===== config.mk =====
export PLATFORM = sky130hd
export DESIGN_NAME = inst_fetch
export DESIGN_NICKNAME = d
export VERILOG_FILES = /design/src/rtl/inst_fetch.sv
export SDC_FILE = /design/constraint.sdc
export NUM_CORES = 1
export LEC_CHECK = 0
export CAP_MARGIN = 25
export CORE_ASPECT_RATIO = 2
export CORE_UTILIZATION = 48
export DETAILED_ROUTE_END_ITERATION = 10
export HOLD_SLACK_MARGIN = 0.05
export PLACE_DENSITY = 0.79
export RECOVER_POWER = 25
export SYNTH_ARGS = -nofsm -noshare
export SYNTH_HDL_FRONTEND = slang
export SYNTH_SLANG_ARGS = --single-unit

===== constraint.sdc =====
create_clock -name clk -period 5.85 [get_ports clk]
set_input_delay 0.585 -clock clk [delete_from_list [all_inputs] [get_ports clk]]
set_output_delay 0.585 -clock clk [all_outputs]
set_load 0.05 [all_outputs]

===== src/rtl/inst_fetch.sv =====
`default_nettype none
// ============================================================================
// Module   : inst_fetch
// Brief    : Single-outstanding instruction fetch with a {pc, inst} FIFO.
// Revision : 1.0  initial release
// ============================================================================
module inst_fetch #(
   parameter int unsigned DEPTH = 2
) (
   input  logic        clk,
   input  logic        rst,
   input  logic [31:0] pc_in,
   output logic        pc_pause,
   input  logic        flush,
   output logic        imem_req,
   output logic [31:0] imem_addr,
   input  logic        imem_ack,
   input  logic [31:0] imem_rdata,
   output logic        id_valid,
   input  logic        id_ready,
   output logic [31:0] id_pc,
   output logic [31:0] id_inst
);

   localparam int unsigned AW = $clog2(DEPTH);
   localparam logic [AW:0] c_full    = (AW + 1)'(DEPTH);
   localparam logic [AW:0] c_cnt_one = (AW + 1)'(1);
   localparam logic [AW-1:0] c_ptr_one = AW'(1);

   typedef enum logic [1:0] {
      S_IDLE = 2'd0,
      S_WAIT = 2'd1,
      S_DROP = 2'd2
   } state_t;

   state_t        r_state;
   state_t        w_state_nxt;
   logic [31:0]   r_req_pc;
   logic          w_issue;
   logic          w_push;
   logic          w_pop;
   logic [AW-1:0] r_wptr;
   logic [AW-1:0] r_rptr;
   logic [AW:0]   r_count;
   logic [31:0]   r_pc_mem   [DEPTH];
   logic [31:0]   r_inst_mem [DEPTH];

   always_comb begin
      w_state_nxt = r_state;
      w_issue     = 1'b0;
      w_push      = 1'b0;
      case (r_state)
         S_IDLE: begin
            if (!flush && (r_count < c_full)) begin
               w_issue     = 1'b1;
               w_state_nxt = S_WAIT;
            end
         end
         S_WAIT: begin
            // An ack coincident with a flush belongs to the old path: drop it.
            if (imem_ack) begin
               w_push      = ~flush;
               w_state_nxt = S_IDLE;
            end else if (flush) begin
               w_state_nxt = S_DROP;
            end
         end
         S_DROP: begin
            if (imem_ack) begin
               w_state_nxt = S_IDLE;
            end
         end
         default: w_state_nxt = S_IDLE;
      endcase
   end

   assign id_valid  = (r_count != '0);
   assign w_pop     = id_valid & id_ready;
   assign pc_pause  = ~(w_push | flush);
   assign imem_req  = (r_state != S_IDLE);
   assign imem_addr = r_req_pc;
   assign id_pc     = id_valid ? r_pc_mem[r_rptr]   : 32'd0;
   assign id_inst   = id_valid ? r_inst_mem[r_rptr] : 32'd0;

   always_ff @(posedge clk or negedge rst) begin
      if (!rst) begin
         r_state  <= S_IDLE;
         r_req_pc <= 32'd0;
         r_wptr   <= '0;
         r_rptr   <= '0;
         r_count  <= '0;
      end else begin
         r_state <= w_state_nxt;
         if (w_issue) begin
            r_req_pc <= pc_in;
         end
         if (flush) begin
            r_wptr  <= '0;
            r_rptr  <= '0;
            r_count <= '0;
         end else begin
            if (w_push) begin
               r_wptr <= r_wptr + c_ptr_one;
            end
            if (w_pop) begin
               r_rptr <= r_rptr + c_ptr_one;
            end
            if (w_push && !w_pop) begin
               r_count <= r_count + c_cnt_one;
            end else if (w_pop && !w_push) begin
               r_count <= r_count - c_cnt_one;
            end
         end
      end
   end

   // Storage needs no reset; reads are masked by id_valid.
   always_ff @(posedge clk) begin
      if (w_push) begin
         r_pc_mem[r_wptr]   <= r_req_pc;
         r_inst_mem[r_wptr] <= imem_rdata;
      end
   end

endmodule
`default_nettype wire


==> out/results.env, run 1 <==
OUTCOME='complete, no violations'
DRTITER0DRC=193
PATH_CLK_SLEW_PS=70
DETAILROUTE.WIRELENGTH.MET3_UM=613
FINAL.SETUP.TNS_PS=0
POWER.SHARE.COMBINATIONAL=0.188
CP_NUM_BUF_INV=2
ROUTE.VIAS.TOTAL=3666
GRT_PASS1_WL_MM=19.46
DESIGN_AREA_MM2=0.008710
MAXCAPVIOLCOUNT=0
TIMING.CRITICAL_PATH.SLOWEST_CELL_DELAY_PS=840
CRITICAL_PATH_ARRIVAL_PS=2640
CTSHOLDBUFFERS=0
SEQUENTIAL_CELL_FRACTION_OF_TOTAL_POWER=0.481
ROUTE.DETAILED.WL_PER_INST_UM=18.09
INITIAL_ANTENNA_VIOLATION_COUNT=1
LAYOUT.NETS=613
POWERDENSITY_mW_PER_MM2=342.5
DRCVIOLATIONCOUNT=0
CP-END-KIND='primary output'
HOLDWS_PS=299.7
SYN_TO_FINAL_GROWTH_PCT=37.54
STANDARD_CELL_ROW_COUNT=59
CLOCK_INSERTION_DELAY_AT_THE_LATER_PIN_OF_THE_SKEW_REPORT_PS=410
TOP_FF_CELL_SYNTH='sky130_fd_sc_hd__edfxtp_1'
WORSTPATHCELLLIST='clkdlybuf4s50_1 -> and4bb_2 -> nor2_1 -> clkdlybuf4s50_1'
MOSTFREQUENTLAYOUTCELLS='sky130_fd_sc_hd__clkdlybuf4s50_1, sky130_fd_sc_hd__edfxtp_1, sky130_fd_sc_hd__nor2_1'
MIN_PERIOD_OVER_PERIOD=0.5506
SYNTH.YOSYS.SEQ_AREA_SHARE=0.7572
MOSTFREQUENTLAYOUTCELL='sky130_fd_sc_hd__clkdlybuf4s50_1'
FILLERS=889
TOTALWIRELENGTH_MM=12.85
CRITICAL_PATH_CLASS='input port to primary output'
FIN_SKEW_PS=12.31
PERIOD_MINUS_SLACK_PS=3221
INTPOWER_mW=2.126
POSTSYNTHNETCOUNT=439
PLACEMENT.IO_BUFFERS=167
DETAIL_ROUTE.VIAS_PER_CELL=5.163
CRITPATHLAUNCHTYPE='input port'
CLKPWRFRAC=0.332
SYNTHDISTINCTLIBCELLS=26
DETAILEDROUTE.FIRSTPASSITERATIONCOUNT=4
WORSTPATHMAXFANOUT=9
CTS.HTREE.LEVELS=4
CTS-ROOT-BUF='sky130_fd_sc_hd__clkbuf_16'
DESIGN.PORTCOUNT=168
CTS_MAX_PATH_BUFFERS=2
SYNTH.YOSYS.WARNINGS=0
HOLD_PATH_CLASS='input port to async pin'
SETUP_FIX_BUFFERS_ADDED_AFTER_CLOCK_TREE_SYNTHESIS=0
FINAL_WORST_SLACK_PS=2629
FINAL_ANTENNA_NET_COUNT=0
ROUTE.TOP_LAYER_USED='met4'
SW_FRAC_OF_TOTAL=0.2873
CTS_TREE='yes'
FP.DIEH_UM=164.4
SYNTH_EDF_COUNT=128
VDD_IR_DROP_MAX_V=0.0002858
MET1WIRELENGTH_MM=4.517
TIGHTESTPINTRANSITION_PS=920.9
LAST_WEIGHTED_CONGESTION_VALUE_OF_THE_ROUTABILITY_DRIVEN_PLACER=0.7625
WORST_PATH_MOST_REPEATED_CELL='sky130_fd_sc_hd__clkdlybuf4s50_1'
POST_ROUTE_CELLS_DRIVE_ABOVE_1_SHARE=0.1382
FINAL_MAX_SLEW_VIOL_COUNT=0
ASYNC_FLOP_SHARE=0.2289
DETAILROUTE.WIRELENGTH.MET2_MM=7.318
CPMAXSTAGEDELAYCELL='sky130_fd_sc_hd__clkdlybuf4s50_1'
SETUP_FAILING_EPS_FINAL=0
FINAL_HOLD_VIOL_COUNT=0
CTS.SINK_COUNT=166
POSTSYNTHREGISTERBITS=166
TIMING.SLEW.HEADROOM=0.3861
SYN_INST=370
PIN_COUNT_OF_THE_BIGGEST_NET_ENTERING_GLOBAL_ROUTING=66
RSZ0062_AT_GRT='false'
CRITICAL_PATH.TOP_DELAY_FAMILY='buffers and inverters'
VIAS_IN_THE_FIRST_GLOBAL_ROUTE=3932
DP_SLACK_PS=2445
DIE_W_UM=83.22
POSTSYNTHAREAPERCELL_UM2=17.11
MAX_FREQ_MHz=310.4
COREAREA_MM2=0.01292
FIN_UTIL=0.6742
GR-USAGE-ALL-LAYERS=0.1901
POWER.LEAKAGE_nW=2.977
INITIAL_CORE_UTIL=0.4902
CTS_REPAIR_RESIZE_COUNT=0
CONGESTION_OVERFLOW_GR=0
HPWL_MM=8.522
NETSWITCHINGPOWER_mW=0.8569
CTS-BUFFERS-INSERTED=17
SYNTH.CELL_AREA_MM2=0.006332
WORST_EP_REQUIRED_TIME_PS=5270
PLACEMENT.CELL_AREA_MM2=0.008132
DIE-AREA_MM2=0.01368
logic make-up after synthesis:
group / share of synthesized area
AO/OA/AOI/OAI: 0.004545
XOR/XNOR: 0.001383
buffers and inverters: 0.01758
flip-flops: 0.7572
multiplexers: 0.1632
AND/OR/NAND/NOR: 0.05612
Yosys cell counts (2+ instances only):
cell,number,area (um^2)
sky130_fd_sc_hd__mux2_2,32,360.4
sky130_fd_sc_hd__mux2_1,2,22.52
sky130_fd_sc_hd__dfrtp_1,38,950.9
sky130_fd_sc_hd__mux2i_1,65,650.6
sky130_fd_sc_hd__buf_2,8,40.04
sky130_fd_sc_hd__buf_6,4,45.04
sky130_fd_sc_hd__nor2b_1,2,12.51
sky130_fd_sc_hd__buf_1,5,18.77
sky130_fd_sc_hd__nand2_1,3,11.26
sky130_fd_sc_hd__edfxtp_1,128,3844
sky130_fd_sc_hd__nor2_1,68,255.2
power groups by stage:
stage          Combinational (mW)  Sequential (mW)  Clock [mW]
4_1_cts                     0.557             1.44        1.00
2_1_floorplan               0.187             1.60           0
6_report                    0.559             1.43       0.990
3_3_place_gp                0.546             1.46           0
5_1_grt                     0.582             1.44        1.06
3_5_place_dp                0.554             1.46           0
routing by layer:
metal  track usage  up-vias
li1              -     1713
met1        0.1985     1802
met2        0.3450      126
met3       0.04698       25
met4        0.1089        0
met5             0        -
through the flow:
stage / std cells / power [mW]
6_report: 710 / 2.983
5_1_grt: 710 / 3.081
4_1_cts: 707 / 3.000
3_5_place_dp: 675 / 2.019
3_3_place_gp: 675 / 2.005
2_1_floorplan: 370 / 1.789
worst paths after layout:
check | end | depth (start not counted) | slack (ps) | from
worst max-delay path | pc_pause | 4 | 2630 | flush
worst min-delay path | imem_addr[14] | 1 | 300 | rst
worst max register to register | r_pc_mem[0][1] | 4 | 3730 | r_state[1]
worst min register to register | r_pc_mem[1][12] | 0 | 500 | imem_addr[12]
max in group asynchronous | r_rptr | 1 | 4890 | rst
min in group clk | r_pc_mem[1][12] | 0 | 500 | imem_addr[12]
area by class of cell:
cell class / instances / area [um^2] / area share
repair buffers: 173 / 1744 / 0.2003
diodes: 1 / 2.502 / 0.0002873
inverters: 1 / 3.754 / 0.0004310
clock buffers: 18 / 429.2 / 0.04927
flip-flops and latches: 166 / 4798 / 0.5509
well taps: 152 / 190.2 / 0.02184
multi-input cells: 185 / 1443 / 0.1656
clock inverters: 14 / 98.84 / 0.01135
registers in the layout, summed over array words and instances (netlist names):
register,flops
imem_addr,32
r_count,2
r_inst_mem,64
r_pc_mem,64
r_rptr,1
r_state,2
r_wptr,1
No activity file was read; power rests on OpenSTA's default activity.
==> inputs of run 2 (changes only) <==
==> constraint.sdc (replaced) <==
create_clock -name clk -period 3 [get_ports clk]
set_input_delay 0.3 -clock clk [delete_from_list [all_inputs] [get_ports clk]]
set_output_delay 0.3 -clock clk [all_outputs]
set_load 0.05 [all_outputs]
==> out/results.env, run 2 (synthesized netlist as in run 1, its figures left out) <==
FP.DIEH_UM=164.4
DP.CELLS=680
CRITICAL_PATH_ARRIVAL_PS=2470
DIE-AREA_MM2=0.01368
SETUP_FAILING_EPS_FINAL=0
LAST_WEIGHTED_CONGESTION_VALUE_OF_THE_ROUTABILITY_DRIVEN_PLACER=0.7533
PIN_COUNT_OF_THE_BIGGEST_NET_ENTERING_GLOBAL_ROUTING=65
DRCVIOLATIONCOUNT=4
TIGHTESTPINTRANSITION_PS=629.2
PATH_CLK_SLEW_PS=60
POST_LAYOUT_NONFILLER_INSTANCES=716
FIN_UTIL=0.6810
CTS_MAX_PATH_BUFFERS=2
WORST_EP_REQUIRED_TIME_PS=2700
DRTITER0DRC=140
DETAILEDROUTE.FIRSTPASSITERATIONCOUNT=7
FINAL_ANTENNA_NET_COUNT=0
SETUP_FIX_BUFFERS_ADDED_AFTER_CLOCK_TREE_SYNTHESIS=0
CTS.HTREE.LEVELS=4
CRITICAL_PATH_CLASS='register to primary output'
MAXCAPVIOLCOUNT=0
DESIGN.PORTCOUNT=168
CP-END-KIND='primary output'
COREAREA_MM2=0.01292
RSZ0062_AT_GRT='false'
FILLERS=867
GRT_PASS1_WL_MM=19.41
MULTIINPUTGATEAREA_MM2=0.001443
CONGESTION_OVERFLOW_GR=0
PERIOD_MINUS_SLACK_PS=2768
CTS-ROOT-BUF='sky130_fd_sc_hd__clkbuf_16'
VIAS_IN_THE_FIRST_GLOBAL_ROUTE=3981
POWERDENSITY_mW_PER_MM2=676.2
MIN_PERIOD_OVER_PERIOD=0.9226
TIMING.SLEW.HEADROOM=0.5805
HOLDWS_PS=450.5
FIN_SKEW_PS=6.651
MOSTFREQUENTLAYOUTCELLS='sky130_fd_sc_hd__clkdlybuf4s50_1, sky130_fd_sc_hd__edfxtp_1, sky130_fd_sc_hd__nor2_1'
STANDARD_CELL_ROW_COUNT=59
DETAIL_ROUTE.VIAS_PER_CELL=5.162
HOLD_PATH_CLASS='input port to async pin'
FIN_TOTAL_PWR_mW=5.948
CTS_REPAIR_RESIZE_COUNT=0
SYN_TO_FINAL_GROWTH_PCT=38.93
FINAL_HOLD_VIOL_COUNT=0
FOOTPRINT_OF_THE_FLIP_FLOPS_AND_LATCHES_MM2=0.004798
TOTALWIRELENGTH_MM=12.63
POWER.LEAKAGE_nW=3.015
WORSTPATHMAXFANOUT=32
FINAL_MAX_SLEW_VIOL_COUNT=0
LAYOUT.NETS=617
CTS_TREE='yes'
FAILED_CHECKS='DRC'
MAX_FREQ_MHz=361.3
DIE_W_UM=83.22
HPWL_MM=8.360
FINAL.SETUP.TNS_PS=0
ROUTE.VIAS.TOTAL=3696
CTS-BUFFERS-INSERTED=17
INITIAL_CORE_UTIL=0.4902
PLACEMENT.IO_BUFFERS=167
OUTCOME='finished, violations left'
INITIAL_ANTENNA_VIOLATION_COUNT=2
CRITPATHLAUNCHTYPE='register'
CTSHOLDBUFFERS=1
ROUTE.DETAILED.WL_PER_INST_UM=17.64
POST_ROUTE_CELLS_DRIVE_ABOVE_1_SHARE=0.1426
GR-USAGE-ALL-LAYERS=0.1905
REG2REG_SETUP_SLACK_PS=1230
VDD_IR_DROP_MAX_V=0.0005333
CTS.SINK_COUNT=166
MOSTFREQUENTLAYOUTCELL='sky130_fd_sc_hd__clkdlybuf4s50_1'
CLOCK_INSERTION_DELAY_AT_THE_LATER_PIN_OF_THE_SKEW_REPORT_PS=410
-- run 2: path summary, 6_finish.rpt --
check                               from              end  depth (start not counted)
setup / recovery                  r_rptr        id_pc[12]                          4
hold / removal                       rst    imem_addr[15]                          2
setup reg to reg              r_state[1]   r_pc_mem[0][7]                          3
hold reg to reg            imem_addr[27]  r_pc_mem[0][27]                          0
max in group asynchronous            rst     imem_addr[8]                          3
min in group clk                imem_ack       r_state[1]                          2
-- run 2: area by class of cell --
| cell class | instances | area share |
|---|---|---|
| sequential | 166 | 0.5454 |
| timing repair buffer | 177 | 0.2025 |
| multi-input combinational | 185 | 0.1640 |
| clock buffer | 18 | 0.04878 |
| tap | 152 | 0.02162 |
| clock inverter | 14 | 0.01636 |
| antenna | 3 | 0.0008534 |
| inverter | 1 | 0.0004267 |
-- run 2: per-stage QoR --
step,instance area [um^2],worst slack [ps]
6_report,8797,232.2
5_1_grt,8795,126.7
4_1_cts,8790,173.7
3_5_place_dp,8207,617.2
3_3_place_gp,8207,648.7
2_1_floorplan,6335,77.69
-- run 2: report_power, final --
part	switching [mW]	leakage, nW	total (mW)	internal [mW]
Sequential	0.117	1.61	2.78	2.67
Clock	0.897	0.280	2.07	1.17
Combinational	0.683	1.12	1.10	0.415
Total	1.70	3.01	5.95	4.25
-- run 2: worst max-delay path, stage by stage, from the launching register on --
cell and delay [ps]:
sky130_fd_sc_hd__dfrtp_4 420, sky130_fd_sc_hd__buf_4 470, sky130_fd_sc_hd__mux2i_1 160, sky130_fd_sc_hd__nor2_1 130, sky130_fd_sc_hd__clkdlybuf4s50_1 860
-- run 2: layer usage --
layer / wire, um / vias to the layer above / GRT usage
met5: 0 / - / 0
met4: 435 / 0 / 0.1152
met3: 552 / 29 / 0.04898
met2: 7247 / 120 / 0.3588
met1: 4398 / 1819 / 0.1827
li1: - / 1728 / -
==> inputs of run 3 (changes only) <==
--- a/config.mk
+++ b/config.mk
@@ -7,10 +7,10 @@
 export LEC_CHECK = 0
 export CAP_MARGIN = 25
 export CORE_ASPECT_RATIO = 2
-export CORE_UTILIZATION = 48
+export CORE_UTILIZATION = 40
 export DETAILED_ROUTE_END_ITERATION = 10
 export HOLD_SLACK_MARGIN = 0.05
-export PLACE_DENSITY = 0.79
+export PLACE_DENSITY = 0.68
 export RECOVER_POWER = 25
 export SYNTH_ARGS = -nofsm -noshare
 export SYNTH_HDL_FRONTEND = slang
==> out/results.env, run 3 (synthesized netlist as in run 1, its figures left out) <==
OUTCOME='complete, no violations'
CTS.SINK_COUNT=166
HOLD_PATH_CLASS='input port to register'
HOLD_PATH_END='r_state[1]'
POWERDENSITY_mW_PER_MM2=681.3
GRT_PASS1_WL_MM=20.33
CTS_MAX_PATH_BUFFERS=2
TIMING.CRITICAL_PATH.SLOWEST_CELL_DELAY_PS=830
LAYOUT.NETS=619
WORSTPATHMAXFANOUT=26
WORSTPATHCELLLIST='buf_4 -> mux2i_1 -> nor2_1 -> clkdlybuf4s50_1'
SYN_TO_FINAL_GROWTH_PCT=40.49
CTS-ROOT-BUF='sky130_fd_sc_hd__clkbuf_16'
RR_STARTPOINT='r_state[1]'
CTS_TREE='yes'
POWER.LEAKAGE_nW=3.041
INITIAL_CORE_UTIL=0.4119
MIN_PERIOD_OVER_PERIOD=0.8887
INITIAL_ANTENNA_VIOLATION_COUNT=0
GR-USAGE-ALL-LAYERS=0.1667
PLACEMENT.IO_BUFFERS=167
TIMING.SLEW.HEADROOM=0.4188
CRITICAL_PATH.TOP_DELAY_FAMILY='buffers and inverters'
HOLDWS_PS=483.5
FILLERS=1239
PERIOD_MINUS_SLACK_PS=2666
MAX_FREQ_MHz=375.1
ROUTE.DETAILED.WL_PER_INST_UM=17.01
CTS-BUFFERS-INSERTED=17
DETAILEDROUTE.FIRSTPASSITERATIONCOUNT=4
PATH_CLK_SLEW_PS=60
DRCVIOLATIONCOUNT=0
WORST_HOLD_START='imem_ack'
FP.DIEH_UM=179.9
POST_ROUTE_CELLS_DRIVE_ABOVE_1_SHARE=0.1439
CRITICAL_PATH_CLASS='register to primary output'
DIE_W_UM=90.97
ANTENNA_CELLS_INSERTED=0
R2R.WORST_PATH.CELLS=3
CLOCK_INSERTION_DELAY_AT_THE_LATER_PIN_OF_THE_SKEW_REPORT_PS=410
CTSHOLDBUFFERS=1
COREAREA_MM2=0.01537
CRITPATHLAUNCHTYPE='register'
SETUP_FAILING_EPS_FINAL=0
REG2REG_SETUP_SLACK_PS=1090
DIE-AREA_MM2=0.01637
FINAL.SETUP.TNS_PS=0
FINAL_HOLD_VIOL_COUNT=0
VIAS_IN_THE_FIRST_GLOBAL_ROUTE=3942
PIN_COUNT_OF_THE_BIGGEST_NET_ENTERING_GLOBAL_ROUTING=42
DRTITER0DRC=110
MAXCAPVIOLCOUNT=0
CP-END-KIND='primary output'
FIN_SKEW_PS=8.968
DESIGN.PORTCOUNT=168
CRIT-REG2REG-CAPTURE='r_pc_mem[1][27]'
TOTALWIRELENGTH_MM=12.95
ROUTE.VIAS.TOTAL=3644
PLACEMENT.CELL_AREA_MM2=0.008279
MOSTFREQUENTLAYOUTCELLS='sky130_fd_sc_hd__clkdlybuf4s50_1, sky130_fd_sc_hd__edfxtp_1, sky130_fd_sc_hd__nor2_1'
CRITICAL_PATH_ARRIVAL_PS=2370
FINAL_MAX_SLEW_VIOL_COUNT=0
MOSTFREQUENTLAYOUTCELL='sky130_fd_sc_hd__clkdlybuf4s50_1'
WORST_EP_REQUIRED_TIME_PS=2700
VDD_IR_DROP_MAX_V=0.0004179
HPWL_MM=8.899
SETUP_FIX_BUFFERS_ADDED_AFTER_CLOCK_TREE_SYNTHESIS=0
DESIGN_AREA_MM2=0.008896
TIGHTESTPINTRANSITION_PS=871.8
CTS_REPAIR_RESIZE_COUNT=0
FINAL_ANTENNA_NET_COUNT=0
LAST_WEIGHTED_CONGESTION_VALUE_OF_THE_ROUTABILITY_DRIVEN_PLACER=0.7029
CTS.HTREE.LEVELS=4
STANDARD_CELL_ROW_COUNT=64
CPMAXSTAGEDELAYCELL='sky130_fd_sc_hd__clkdlybuf4s50_1'
TIMING.HOLD.WORST_PATH_DEPTH=2
CONGESTION_OVERFLOW_GR=0
DETAIL_ROUTE.VIAS_PER_CELL=4.788
RSZ0062_AT_GRT='false'
CP_NUM_BUF_INV=2
[run 3: stage by stage]
stage	worst slack [ps]	util	power, mW	cells
after global placement	666.6	0.5385	3.927	728
final	333.8	0.5786	6.061	761
after global routing	204.3	0.5786	6.271	761
after CTS	274.6	0.5786	6.135	761
after detailed placement	631.5	0.5385	3.950	728
after floorplan	77.69	-	3.488	370
[run 3: area by class of cell]
cell class              instances  area [um^2]  area share
flip-flops and latches        166         4798      0.5394
repair buffers                179         1797      0.2020
multi-input cells             185         1443      0.1622
clock buffers                  20        467.9     0.05260
well taps                     198        247.7     0.02785
clock inverters                12        138.9     0.01561
inverters                       1        3.754   0.0004219
[run 3: metal layers]
metal / vias up / GRT usage / part of all wire
li1: 1720 / - / -
met1: 1801 / 0.1599 / 0.35
met2: 104 / 0.3273 / 0.59
met3: 19 / 0.03892 / 0.044
met4: 0 / 0.07111 / 0.020
met5: - / 0 / 0
[run 3: power breakdown]
part / switching (mW) / internal, mW
combinational: 0.681 / 0.415
clock: 0.865 / 1.31
sequential: 0.122 / 2.67
total: 1.67 / 4.39
[run 3: worst max-delay path by stage]
stage | start | to | cells past startpoint
2_1_floorplan | r_state[1] | r_inst_mem[0][0] | 2
3_3_place_gp | flush | pc_pause | 4
3_5_place_dp | flush | pc_pause | 4
4_1_cts | r_rptr | id_inst[0] | 4
5_1_grt | r_rptr | id_inst[0] | 4
6_report | r_rptr | id_inst[0] | 4
